### config.mk
export PLATFORM = sky130hd
export DESIGN_NAME = wide_add_seq
export DESIGN_NICKNAME = d
export VERILOG_FILES = /design/src/rtl/wide_add_pkg.sv /design/src/rtl/adder_16bit.sv /design/src/rtl/wide_add_seq.sv
export SDC_FILE = /design/constraint.sdc
export NUM_CORES = 1
export LEC_CHECK = 0
export ABC_AREA = 0
export ABC_CLOCK_PERIOD_IN_PS = 4900
export BUFFER_PORTS_ARGS = -buffer_cell sky130_fd_sc_hd__buf_2
export CELL_PAD_IN_SITES_DETAIL_PLACEMENT = 1
export CELL_PAD_IN_SITES_GLOBAL_PLACEMENT = 2
export CORE_ASPECT_RATIO = 0.9
export CORE_MARGIN = 2
export CORE_UTILIZATION = 33
export DETAILED_ROUTE_END_ITERATION = 7
export PLACE_DENSITY = 0.89
export SLEW_MARGIN = 20
export SYNTH_ARGS = -nofsm -noshare
export SYNTH_HDL_FRONTEND = slang
export SYNTH_SLANG_ARGS = --single-unit
### constraint.sdc
create_clock -name clk -period 4.9 [get_ports clk]
set_input_delay 0.735 -clock clk [delete_from_list [all_inputs] [get_ports clk]]
set_output_delay 0.735 -clock clk [all_outputs]
set_load 0.005 [all_outputs]
### src/rtl/wide_add_pkg.sv
`default_nettype none
// ============================================================================
//  Module      : wide_add_pkg
//  Description : Shared definitions for the word-serial wide adder/subtractor:
//                adder slice width, sequencer state encoding and the word
//                index width helper.
//  Revision    : 1.0 - initial release
// ============================================================================
package wide_add_pkg;

    // Width of the single adder slice that is reused for every word.
    localparam int ADD_W = 16;

    typedef enum logic [1:0] {
        IDLE = 2'd0,
        RUN  = 2'd1,
        DONE = 2'd2
    } state_t;

    // Word index width; a single-word configuration still needs one bit.
    function automatic int idx_w(input int words);
        return (words <= 1) ? 1 : $clog2(words);
    endfunction

endpackage : wide_add_pkg
`default_nettype wire

### src/rtl/adder_16bit.sv
`default_nettype none
// ============================================================================
//  Module      : adder_16bit
//  Description : Combinational 16-bit adder slice with carry in/out and
//                two's-complement signed overflow of the slice.
//  Ports       : a, b      - addends
//                cin       - carry in
//                sum       - a + b + cin, modulo 2^16
//                cout      - carry out of bit 15
//                overflow  - signed overflow of the 16-bit addition
//  Revision    : 1.0 - initial release
// ============================================================================
module adder_16bit
    import wide_add_pkg::*;
(
    input  logic [ADD_W-1:0] a,
    input  logic [ADD_W-1:0] b,
    input  logic             cin,
    output logic [ADD_W-1:0] sum,
    output logic             cout,
    output logic             overflow
);

    logic [ADD_W:0] w_full;

    assign w_full   = {1'b0, a} + {1'b0, b} + {{ADD_W{1'b0}}, cin};
    assign sum      = w_full[ADD_W-1:0];
    assign cout     = w_full[ADD_W];
    // Overflow: operands share a sign but the result sign differs.
    assign overflow = (a[ADD_W-1] == b[ADD_W-1]) && (w_full[ADD_W-1] != a[ADD_W-1]);

endmodule : adder_16bit
`default_nettype wire

### src/rtl/wide_add_seq.sv
`default_nettype none
// ============================================================================
//  Module      : wide_add_seq
//  Description : Multi-cycle WORDS x 16-bit add/subtract sequencer. Drives a
//                single adder_16bit slice one word per cycle, least
//                significant word first, rippling each word's carry into the
//                next. Subtraction is op_a + ~op_b + 1.
//  Ports       : clk, rst_n          - clock, async active-low reset
//                in_valid/in_ready  - request handshake
//                op_a, op_b, cin    - operands and add-mode carry in
//                sub                - 1 selects op_a - op_b (cin ignored)
//                out_valid/out_ready- result handshake
//                sum, cout          - result and MSW carry (sub: 1 = no borrow)
//                overflow           - signed overflow of the full operation
//                busy               - high while RUN or DONE
//  Revision    : 1.0 - initial release
// ============================================================================
module wide_add_seq
    import wide_add_pkg::*;
#(
    parameter int WORDS = 4
)(
    input  logic                  clk,
    input  logic                  rst_n,
    input  logic                  in_valid,
    output logic                  in_ready,
    input  logic [ADD_W*WORDS-1:0] op_a,
    input  logic [ADD_W*WORDS-1:0] op_b,
    input  logic                  cin,
    input  logic                  sub,
    output logic                  out_valid,
    input  logic                  out_ready,
    output logic [ADD_W*WORDS-1:0] sum,
    output logic                  cout,
    output logic                  overflow,
    output logic                  busy
);

    localparam int DW = ADD_W * WORDS;
    localparam int IW = idx_w(WORDS);
    localparam logic [IW-1:0] c_LAST_IDX = IW'(WORDS - 1);

    state_t            r_state;
    state_t            w_state_next;
    logic [IW-1:0]     r_idx;
    logic              r_carry;
    logic [DW-1:0]     r_a;
    logic [DW-1:0]     r_b;
    logic [ADD_W-1:0]  r_sum_w [WORDS];
    logic              r_cout;
    logic              r_ovf;

    logic              w_accept;
    logic              w_run;
    logic              w_last;
    logic [ADD_W-1:0]  w_add_a;
    logic [ADD_W-1:0]  w_add_b;
    logic [ADD_W-1:0]  w_add_sum;
    logic              w_add_cout;
    logic              w_add_ovf;

    assign w_accept = (r_state == IDLE) && in_valid;
    assign w_run    = (r_state == RUN);
    assign w_last   = (r_idx == c_LAST_IDX);

    // ------------------------------------------------------------------------
    // FSM: state register
    // ------------------------------------------------------------------------
    always_ff @(posedge clk or negedge rst_n) begin
        if (!rst_n) begin
            r_state <= IDLE;
        end else begin
            r_state <= w_state_next;
        end
    end

    // ------------------------------------------------------------------------
    // FSM: next state and handshake outputs
    // ------------------------------------------------------------------------
    always_comb begin
        w_state_next = r_state;
        in_ready     = 1'b0;
        out_valid    = 1'b0;
        busy         = 1'b0;
        case (r_state)
            IDLE: begin
                in_ready = 1'b1;
                if (in_valid) begin
                    w_state_next = RUN;
                end
            end
            RUN: begin
                busy = 1'b1;
                if (w_last) begin
                    w_state_next = DONE;
                end
            end
            DONE: begin
                busy      = 1'b1;
                out_valid = 1'b1;
                if (out_ready) begin
                    w_state_next = IDLE;
                end
            end
            default: begin
                w_state_next = IDLE;
            end
        endcase
    end

    // ------------------------------------------------------------------------
    // Operand, index and carry registers
    // ------------------------------------------------------------------------
    always_ff @(posedge clk or negedge rst_n) begin
        if (!rst_n) begin
            r_a     <= '0;
            r_b     <= '0;
            r_idx   <= '0;
            r_carry <= 1'b0;
            r_cout  <= 1'b0;
            r_ovf   <= 1'b0;
        end else if (w_accept) begin
            r_a     <= op_a;
            // Subtraction is folded into the adder: invert B, carry in of 1.
            r_b     <= sub ? ~op_b : op_b;
            r_carry <= sub ? 1'b1 : cin;
            r_idx   <= '0;
        end else if (w_run) begin
            r_carry <= w_add_cout;
            // Wrap on the last word so the index never leaves 0..WORDS-1.
            r_idx   <= w_last ? '0 : r_idx + 1'b1;
            if (w_last) begin
                r_cout <= w_add_cout;
                r_ovf  <= w_add_ovf;
            end
        end
    end

    // ------------------------------------------------------------------------
    // Word mux: select the current word of each operand
    // ------------------------------------------------------------------------
    always_comb begin
        w_add_a = '0;
        w_add_b = '0;
        for (int i = 0; i < WORDS; i++) begin
            if (r_idx == IW'(i)) begin
                w_add_a = r_a[i*ADD_W +: ADD_W];
                w_add_b = r_b[i*ADD_W +: ADD_W];
            end
        end
    end

    adder_16bit u_adder (
        .a        (w_add_a),
        .b        (w_add_b),
        .cin      (r_carry),
        .sum      (w_add_sum),
        .cout     (w_add_cout),
        .overflow (w_add_ovf)
    );

    // ------------------------------------------------------------------------
    // Result demux: each word register captures the slice result on its turn
    // ------------------------------------------------------------------------
    for (genvar g = 0; g < WORDS; g++) begin : g_sum_word
        always_ff @(posedge clk or negedge rst_n) begin
            if (!rst_n) begin
                r_sum_w[g] <= '0;
            end else if (w_run && (r_idx == IW'(g))) begin
                r_sum_w[g] <= w_add_sum;
            end
        end
        assign sum[g*ADD_W +: ADD_W] = r_sum_w[g];
    end

    assign cout     = r_cout;
    assign overflow = r_ovf;

endmodule : wide_add_seq
`default_nettype wire

==> flow_summary.ini, run 1 <==
[global_routing]
global_route.usage.total_pct = 20.6
number_of_global_route_vias_before_repair = 8952
grt_first_pass_wirelength_mm = 51.3
gr-total-overflow = 0
antenna_violations_before_repair = 0
grt_max_degree = 140

[synth]
syn-cell-area_sq_um = 10200
main_area_contributors_after_synthesis = dfrtp_1, nand2_1, o21ai_0, xnor2_1, ha_1
post_synthesis_sequential_element_count = 199
synth_top_area_cell = dfrtp_1
synth_xor_xnor_area_share_pct = 5.91
synth_flop_type = dfrtp_1
synth_top_area_share_pct = 48.7
dominant_combinational_cell_family_by_area_after_synthesis = simple AND/OR/NAND/NOR gates
synthesis.area_per_instance_sq_um = 8.85
synth-simple-area-share_pct = 19.7
postSynthCellCount = 1155
synth-adder-area-share_pct = 3.21
synth_warnings = 0
synth_sequential_area_ratio_pct = 48.7
fraction_of_registers_with_async_set_or_reset_after_synthesis_pct = 100
synthesis.nets = 1314
synth-edff-count = 0
synth_compound_gate_area_share_pct = 16.8
yosys-mux-area-fraction_pct = 1.64
yosysUniqueCellTypes = 58

[floorplan]
chipWidth_um = 190
num_io_pins = 203
effective_utilization_at_floorplan_pct = 33.3
die_h_um = 171
core_area_sq_um = 30700
floorplan.rows = 61
die_outline_area_sq_um = 32400

[timing]
timing.final.crit_period_ns = 4.14
relSlewSlack_pct = 31.8
final.hold.worst_slack_ns = 0.218
clock.fmax_mhz = 241
post-route-period-util_pct = 84.6
finalSetupTns_ns = 0
hold_violations = 0
report.final.setup_viol = 0
timing_worst_slew_pin_value_ns = 1.02
fin_skew_ns = 0.0169
final_max_slew_viol_count = 0
setup_repair_after_global_routing_missed_its_margin = no

[layout]
fillerInstances = 3701
insertedDiodeCount = 0
final_area_sq_um = 12200
area_growth_pct = 19.3
finish.net_count = 1467
drive_gt1_share_pct = 21.4

[pwr]
power_switching_mw = 4.16
p_int_mw = 4.73
power_share_of_the_clock_group_pct = 16.8
vdd.ir_drop.worst_mv = 0.382
power.share.combinational_pct = 51.0
power_density_nw_per_um2 = 730
power.share.switching_pct = 46.8
share_seq_of_total_power_pct = 32.2
static-leakage-power_nw = 5.82

[route]
totalWireLength_mm = 32.0
average_vias_per_placed_instance = 5.02
drt.antenna.violating_nets = 0
routed_vias = 8685
drt_pass1_iterations = 4
drc_errors = 0
wl_per_cell_um = 18.5
drt_iter0_drc = 515

[clock_network]
tritoncts.num_buffers = 17
cts_resized = 0
post-cts-setup-buffers = 0
clock_tree.htree_level_count = 4
clkSinkCount = 199
worst_setup_hold_path_clk_slew_ns = 0.08
library_cell_used_as_clock_root_buffer = clkbuf_16
max-clock-path-buffers = 2
insertion_delay_ns = 0.46
cts_tree = yes
post_cts_hold_buffer_count = 0

[run_status]
outcome = finished, final reports clean

[place]
dp_hpwl_mm = 22.9
buffer_ports.inserted = 202
placedInstanceArea_sq_um = 11600
gp_congestion = 0.857

[setup_path]
worstPathArrival_ns = 4.47
critPathRequiredTime_ns = 5.22
critPathLaunchType = flip-flop
startpoint = r_idx[0]
path_max_fanout = 14
end_kind = flip-flop
criticalPathCategory = reg2reg
crit-reg2reg-launch = r_idx[0]

[worst_hold_path]
hold_path.class = in2async

[job]
max-cap-violations = 0
==> metal layers <==
metal,global-route usage [%],share of wire [%],vias up
li1,-,-,4231
met1,29.7,49,4256
met2,32.4,46,177
met3,3.24,3.9,21
met4,5.06,1.3,0
met5,0,0,-
==> logic make-up after synthesis <==
family	after synthesis
AOI/OAI and AO/OA	274
xor gates and xnor gates	69
adders and majority gates	25
buffers and inverters	97
DFF	199
muxes	15
and+or+nand+nor	476
==> final timing paths <==
| kind | end | slack (ns) | depth (start not counted) |
|---|---|---|---|
| worst min register to register | sum[45] | 0.47 | 2 |
| max in group asynchronous | r_b[22] | 3.52 | 3 |
| worst max-delay path | sum[28] | 0.76 | 13 |
| worst min-delay path | r_a[43] | 0.22 | 1 |
| worst max register to register | sum[28] | 0.76 | 13 |
| min in group clk | r_a[39] | 0.46 | 3 |
==> synthesized netlist by cell type, types with 3 or more instances <==
master,number
o21ai_0,116
buf_1,5
and2_1,9
clkbuf_1,66
o311ai_0,4
nor3_1,8
nor2_1,34
a2111o_1,4
xnor2_1,66
buf_6,4
xor2_1,3
or3b_2,3
or3_1,3
nor2b_1,8
a21oi_1,49
ha_1,23
o31ai_1,17
dfrtp_1,199
inv_1,11
o211ai_1,6
o21a_1,5
a22oi_1,28
nand3b_1,4
nand2b_1,3
a211o_1,13
nand3_1,23
a21o_1,4
buf_2,10
nand2_1,350
a31oi_1,6
a21oi_2,3
nand4_1,18
mux2_2,14
and3_1,4
a221oi_1,4
==> cells in the final DEF (no fill, tap or decap), types with 11 or more instances in the layout <==
cell       instances
nand2_1          349
buf_2            200
dfrtp_1          199
o21ai_0          116
xnor2_1           66
a21oi_1           49
nor2_1            34
a22oi_1           28
nand3_1           23
ha_1              21
nand4_1           18
o31ai_1           17
clkbuf_16         17
buf_4             16
mux2_2            14
a211o_1           13
inv_1             11
==> layout make-up <==
class,count,area [sq um],share of cell area [%]
timing repair buffer,220,1200,9.86
inverter,11,41.3,0.339
multi-input combinational,859,4850,39.7
clock inverter,15,186,1.53
tap,409,512,4.20
clock buffer,17,425,3.49
sequential,199,4980,40.8
==> per-stage QoR <==
step	worst slack [ns]	util (%)	power, mW	instances
after floorplan	1.25	-	5.81	1155
after global placement	0.969	37.7	7.27	1697
after detailed placement	0.782	37.7	7.44	1697
after CTS	0.749	39.7	8.96	1729
after global routing	0.336	39.7	9.67	1730
final	0.757	39.7	8.90	1730
==> worst max-delay path, stage by stage, from the launching register on <==
cell       delay, ns
dfrtp_1         0.41
inv_1           0.13
ha_1            0.25
nor2b_2         0.46
a221oi_1        0.15
nor3_1          0.25
a21oi_1         0.10
fa_1            0.48
fa_1            0.43
nor2b_1         0.20
o2111ai_2       0.24
nand3b_2        0.33
a21oi_1         0.11
or3b_2          0.45
==> flip-flops by register name (all words and copies together), names as in the netlist <==
| register | flops |
|---|---|
| r_carry | 1 |
| r_a | 64 |
| sum | 64 |
| r_idx | 2 |
| r_b | 64 |
| cout | 1 |
| overflow | 1 |
| r_state | 2 |
==> power by group through the flow <==
| stage | Clock, mW | Sequential (mW) | Combinational, mW |
|---|---|---|---|
| 3_3_place_gp | 0 | 2.87 | 4.39 |
| 4_1_cts | 1.53 | 2.87 | 4.57 |
| 5_1_grt | 1.60 | 2.96 | 5.11 |
| 3_5_place_dp | 0 | 2.89 | 4.54 |
| 2_1_floorplan | 0 | 2.77 | 3.04 |
| 6_report | 1.49 | 2.86 | 4.54 |
Power figures use the tool's default switching activity.
==> run 2: changes to the inputs <==
--- a/config.mk
+++ b/config.mk
@@ -6,7 +6,7 @@
 export NUM_CORES = 1
 export LEC_CHECK = 0
 export ABC_AREA = 0
-export ABC_CLOCK_PERIOD_IN_PS = 4900
+export ABC_CLOCK_PERIOD_IN_PS = 4000
 export BUFFER_PORTS_ARGS = -buffer_cell sky130_fd_sc_hd__buf_2
 export CELL_PAD_IN_SITES_DETAIL_PLACEMENT = 1
 export CELL_PAD_IN_SITES_GLOBAL_PLACEMENT = 2
==> constraint.sdc (replaced) <==
create_clock -name clk -period 4 [get_ports clk]
set_input_delay 0.6 -clock clk [delete_from_list [all_inputs] [get_ports clk]]
set_output_delay 0.6 -clock clk [all_outputs]
set_load 0.005 [all_outputs]
==> run 2 against run 1 <==
  * Global-route usage decreased by 0.32 points
  * Core utilization increased by 0.47 points
  * Cell area increased by 1.2%
  * Critical path type unchanged
  * Highest routed layer unchanged
==> flow_summary.ini, run 2 (synthesis gave the netlist of run 1 again) <==
[global_routing]
gr-total-overflow = 0
antenna_violations_before_repair = 0
global_route.usage.total_pct = 20.3
number_of_global_route_vias_before_repair = 9049
grt_first_pass_wirelength_mm = 51.1
grt_max_degree = 109

[timing]
post-route-period-util_pct = 92.6
timing.final.crit_period_ns = 3.70
final_max_slew_viol_count = 0
timing_worst_slew_pin_value_ns = 1.06
post_route_worst_setup_slack_ns = 0.297
report.final.setup_viol = 0
fin_skew_ns = 0.0142
final.hold.worst_slack_ns = 0.256
relSlewSlack_pct = 29.3
hold_violations = 0
clock.fmax_mhz = 270

[floorplan]
floorplan.rows = 61
core_area_sq_um = 30700
effective_utilization_at_floorplan_pct = 33.3
chipWidth_um = 190
num_io_pins = 203
die_outline_area_sq_um = 32400
die_h_um = 171

[place]
post-place-cells = 1709
placedInstanceArea_sq_um = 11600
gp_congestion = 0.877
post-place-ws_ns = 0.155
dp_hpwl_mm = 23.3
buffer_ports.inserted = 202

[run_status]
outcome = finished, final reports clean

[pwr]
power_share_of_the_clock_group_pct = 16.8
p_int_mw = 5.97
power.share.combinational_pct = 51.8
power_switching_mw = 5.18
share_seq_of_total_power_pct = 31.5
power.share.switching_pct = 46.5
vdd.ir_drop.worst_mv = 0.407
power_density_nw_per_um2 = 904
static-leakage-power_nw = 5.89

[clock_network]
tritoncts.num_buffers = 17
clkSinkCount = 199
post_cts_hold_buffer_count = 0
worst_setup_hold_path_clk_slew_ns = 0.08
cts_tree = yes
library_cell_used_as_clock_root_buffer = clkbuf_16
insertion_delay_ns = 0.45
max-clock-path-buffers = 2
clock_tree.htree_level_count = 4

[setup_path]
crit-reg2reg-launch = r_idx[1]
worstPathArrival_ns = 4.03
ff2ff_setup_slack_ns = 0.30
criticalPathCategory = reg2reg
end_kind = flip-flop
worstReg2RegEnd = sum[12]
critPathRequiredTime_ns = 4.32
path_max_fanout = 12
worst-r2r-cell-count = 14
critPathLaunchType = flip-flop

[layout]
finish.utilization_pct = 40.2
layout.cells.most_common_list = nand2_1, buf_2, dfrtp_1
finalNonFillerCells = 1744
mostFrequentLayoutCell = nand2_1
area_growth_pct = 20.7
insertedDiodeCount = 0
final_area_sq_um = 12300
finish.net_count = 1481
drive_gt1_share_pct = 22.6

[route]
drt_iter0_drc = 629
drt_pass1_iterations = 5
drc_errors = 0
routed_vias = 8748
totalWireLength_mm = 32.0
average_vias_per_placed_instance = 5.02
drt.antenna.violating_nets = 0
wl_per_cell_um = 18.4

[job]
max-cap-violations = 0

[worst_hold_path]
hold_path.class = in2async
run 2: metrics by stage:
stage | TNS, ns | power [mW]
global placement | 0 | 9.00
finish | 0 | 11.2
global route | -0.00708 | 12.1
CTS | 0 | 11.1
floorplan | 0 | 7.12
detailed placement | 0 | 9.19
run 2: power groups by stage:
stage / registers, mW / clock network (mW) / logic [mW]
floorplan: 3.39 / 0 / 3.73
global placement: 3.52 / 0 / 5.48
global route: 3.62 / 1.98 / 6.47
detailed placement: 3.54 / 0 / 5.65
CTS: 3.51 / 1.90 / 5.68
finish: 3.51 / 1.87 / 5.77
run 2: what timing repair did:
| action | CTS | global route |
|---|---|---|
| setup endpoints to repair | 0 | 27 |
| setup buffers | 0 | 3 |
| gates resized for setup | 0 | 7 |
run 2: worst max path at each step:
| stage | from | endpoint | slack (ns) | depth (start not counted) |
|---|---|---|---|---|
| after floorplan | r_idx[1] | sum[28] | 0.35 | 16 |
| after global placement | r_idx[0] | sum[58] | 0.26 | 14 |
| after detailed placement | r_idx[1] | sum[44] | 0.16 | 14 |
| after CTS | r_idx[1] | sum[44] | 0.12 | 14 |
| after global routing | r_idx[1] | sum[44] | -0.005 | 13 |
| final | r_idx[1] | sum[12] | 0.30 | 14 |
run 2: area by class of cell:
class / instances / area, sq um
timing repair buffer: 234 / 1300
clock buffer: 17 / 425
sequential: 199 / 4980
clock inverter: 15 / 203
fill: 3654 / 18300
multi-input combinational: 859 / 4880
inverter: 11 / 41.3
tap: 409 / 512
run 2: per-layer routing:
layer	vias up	share of wire (%)	GRT usage [%]
met3	24	3.6	2.65
li1	4257	-	-
met2	207	46	32.8
met1	4260	49	28.9
met5	-	0	0
met4	0	1.5	4.65
run 2: worst max-delay path, cell delays in order (launching register included):
cell,delay [ns]
dfrtp_1,0.41
inv_1,0.08
ha_1,0.30
nor2b_2,0.22
a221oi_1,0.11
nor3_1,0.25
a21oi_1,0.09
fa_1,0.43
fa_1,0.43
nor2b_1,0.23
o2111ai_2,0.23
nand3b_4,0.23
buf_4,0.15
a21oi_1,0.06
or3b_1,0.35
==> run 3: changes to the inputs <==
--- a/config.mk
+++ b/config.mk
@@ -5,14 +5,14 @@
 export SDC_FILE = /design/constraint.sdc
 export NUM_CORES = 1
 export LEC_CHECK = 0
-export ABC_AREA = 0
-export ABC_CLOCK_PERIOD_IN_PS = 4000
+export ABC_AREA = 1
+export ABC_CLOCK_PERIOD_IN_PS = 3700
 export BUFFER_PORTS_ARGS = -buffer_cell sky130_fd_sc_hd__buf_2
 export CELL_PAD_IN_SITES_DETAIL_PLACEMENT = 1
 export CELL_PAD_IN_SITES_GLOBAL_PLACEMENT = 2
 export CORE_ASPECT_RATIO = 0.9
 export CORE_MARGIN = 2
-export CORE_UTILIZATION = 33
+export CORE_UTILIZATION = 32
 export DETAILED_ROUTE_END_ITERATION = 7
 export PLACE_DENSITY = 0.89
 export SLEW_MARGIN = 20
==> constraint.sdc (replaced) <==
create_clock -name clk -period 3.7 [get_ports clk]
set_input_delay 0.555 -clock clk [delete_from_list [all_inputs] [get_ports clk]]
set_output_delay 0.555 -clock clk [all_outputs]
set_load 0.005 [all_outputs]
==> run 3 against run 2 <==
  * Core utilization is 1.2 points lower
  * Die area is 1.6% higher
  * Wire length down 0.94%
==> flow_summary.ini, run 3 <==
[synth]
syn-cell-area_sq_um = 10100
main_area_contributors_after_synthesis = dfrtp_1, nand2_1, o21ai_0, xnor2_1, ha_1
synth_flop_type = dfrtp_1
synth_warnings = 0
synth_most_common_cell = nand2_1
synth_xor_xnor_area_share_pct = 5.99
dominant_combinational_cell_family_by_area_after_synthesis = simple AND/OR/NAND/NOR gates
synth-adder-area-share_pct = 3.25
synthesis.nets = 1404
synthesis.area_per_instance_sq_um = 8.09
synth_compound_gate_area_share_pct = 10.6
yosysUniqueCellTypes = 39
yosys-mux-area-fraction_pct = 0
synth_top_area_share_pct = 49.4
post_synth_most_frequent_cells = nand2_1, dfrtp_1, o21ai_0
synth_sequential_area_ratio_pct = 49.4
synth-simple-area-share_pct = 25.1
fraction_of_registers_with_async_set_or_reset_after_synthesis_pct = 100
postSynthCellCount = 1245
post_synthesis_sequential_element_count = 199
synth-edff-count = 0
synth_top_area_cell = dfrtp_1

[layout]
area_growth_pct = 19.6
finish.utilization_pct = 39.0
finalNonFillerCells = 1844
layout.cells.most_common_list = nand2_1, buf_2, dfrtp_1
drive_gt1_share_pct = 20.4
fillerInstances = 3781
multi_input_comb_area_sq_um = 4540
finish.net_count = 1579
ff_latch_area_sq_um = 4980
mostFrequentLayoutCell = nand2_1

[timing]
clock.fmax_mhz = 305
timing_worst_slew_pin_value_ns = 0.995
final_max_slew_viol_count = 0
relSlewSlack_pct = 33.6
report.final.setup_viol = 0
finalSetupTns_ns = 0
setup_repair_after_global_routing_missed_its_margin = no
fin_skew_ns = 0.0191
post-route-period-util_pct = 88.6
hold_violations = 0
timing.final.crit_period_ns = 3.28

[floorplan]
effective_utilization_at_floorplan_pct = 32.6
die_h_um = 172
die_outline_area_sq_um = 32900
floorplan.rows = 61
core_area_sq_um = 30900
num_io_pins = 203
chipWidth_um = 191

[route]
wl_per_cell_um = 17.2
drc_errors = 0
routed_vias = 8718
average_vias_per_placed_instance = 4.73
totalWireLength_mm = 31.7
drt_pass1_iterations = 4
drt_iter0_drc = 570
drt.antenna.violating_nets = 0

[global_routing]
grt_first_pass_wirelength_mm = 49.9
antenna_violations_before_repair = 1
number_of_global_route_vias_before_repair = 9191
gr-total-overflow = 0
global_route.usage.total_pct = 19.8
grt_max_degree = 145

[setup_path]
worstPathArrival_ns = 3.60
criticalPathCategory = reg2reg
path_max_fanout = 15
critPathRequiredTime_ns = 4.02
worst-r2r-cell-count = 18
crit-reg2reg-launch = r_idx[1]
critPathLaunchType = flip-flop
startpoint = r_idx[1]
end_kind = flip-flop

[pwr]
static-leakage-power_nw = 6.37
vdd.ir_drop.worst_mv = 0.361
p_int_mw = 6.57
power_share_of_the_clock_group_pct = 14.3
power_switching_mw = 6.26
power.share.combinational_pct = 56.2
share_seq_of_total_power_pct = 29.5
power.share.switching_pct = 48.8
power_density_nw_per_um2 = 1060

[clock_network]
post-cts-setup-buffers = 0
insertion_delay_ns = 0.44
clkSinkCount = 199
cts_tree = yes
clock_tree.htree_level_count = 4
max-clock-path-buffers = 2
worst_setup_hold_path_clk_slew_ns = 0.07
cts_resized = 0
tritoncts.num_buffers = 17
library_cell_used_as_clock_root_buffer = clkbuf_16
post_cts_hold_buffer_count = 0

[place]
gp_congestion = 0.895
buffer_ports.inserted = 202
dp_hpwl_mm = 23.5
post-place-cells = 1810

[run_status]
outcome = finished, final reports clean

[job]
max-cap-violations = 0

[worst_hold_path]
hold_path.class = in2async
[run 3: cell types whose count changed after synthesis, moves of 9 or more]
cell	delta
clkbuf_1	-33
nand3_1	+26
nand4_1	-16
o31ai_1	-16
a22oi_1	-11
a21oi_1	-12
nand2_2	+13
buf_2	+14
mux2_2	-14
o21ai_1	+9
a211o_1	-13
inv_1	+50
nand2_1	+162
[run 3: final timing paths]
| check | slack (ns) | endpoint |
|---|---|---|
| setup / recovery | 0.42 | sum[6] |
| hold / removal | 0.19 | sum[53] |
| setup reg to reg | 0.42 | sum[6] |
| hold reg to reg | 0.48 | sum[57] |
| max in group asynchronous | 2.49 | r_b[34] |
| min in group clk | 0.31 | r_a[58] |
[run 3: through the flow]
step | setup slack [ns] | instance area [sq um] | hold slack (ns) | power (mW)
after floorplan | 0.799 | 10100 | 0.259 | 8.51
after global placement | 0.601 | 11500 | 0.460 | 10.9
after detailed placement | 0.486 | 11500 | 0.466 | 11.1
after CTS | 0.435 | 12000 | 0.265 | 13.0
after global routing | 0.0980 | 12000 | 0.262 | 14.0
final | 0.422 | 12000 | 0.187 | 12.8
[run 3: power groups by stage]
stage                     clock network [mW]  logic, mW  registers, mW
final                                   1.84       7.20           3.79
after floorplan                            0       4.83           3.68
after detailed placement                   0       7.25           3.82
after global placement                     0       7.07           3.78
after global routing                    1.96       8.16           3.91
after CTS                               1.88       7.28           3.79
[run 3: area by class of cell]
| cell class | instances | share of cell area, % |
|---|---|---|
| inverter | 66 | 2.06 |
| multi-input combinational | 913 | 37.7 |
| clock inverter | 13 | 0.997 |
| tap | 409 | 4.25 |
| timing repair buffer | 223 | 10.0 |
| antenna | 2 | 0.0415 |
| clock buffer | 19 | 3.68 |
| sequential | 199 | 41.3 |
[run 3: kinds of logic (layout without fill, tap and decap cells)]
family / after synthesis / in the layout
adders and majority gates: 25 / 25
DFF: 199 / 199
xor gates and xnor gates: 68 / 68
AOI/OAI and AO/OA: 198 / 198
and+or+nand+nor: 622 / 622
other: 0 / 2
buffers and inverters: 133 / 321
[run 3: worst max-delay path, stage by stage (launching register included)]
cell and delay [ns]:
dfrtp_1 0.41, inv_1 0.13, ha_1 0.21, inv_1 0.06, nor2_2 0.13, buf_4 0.24, nand2_1 0.08, nand2_1 0.10
o21ai_0 0.08, o21ai_0 0.30, buf_4 0.20, ha_1 0.32, nand2_1 0.10, nand2_1 0.09, inv_1 0.08, nand3_2 0.14
or2_2 0.35, nand3_1 0.08, nand2_1 0.06
[run 3: metal layers]
layer	track usage, %	wire (um)	vias to the layer above	share of wire, %
li1	-	-	4297	-
met1	26.7	15300	4212	48
met2	33.2	14800	176	47
met3	2.76	1160	33	3.6
met4	5.63	529	0	1.7
met5	0	0	-	0
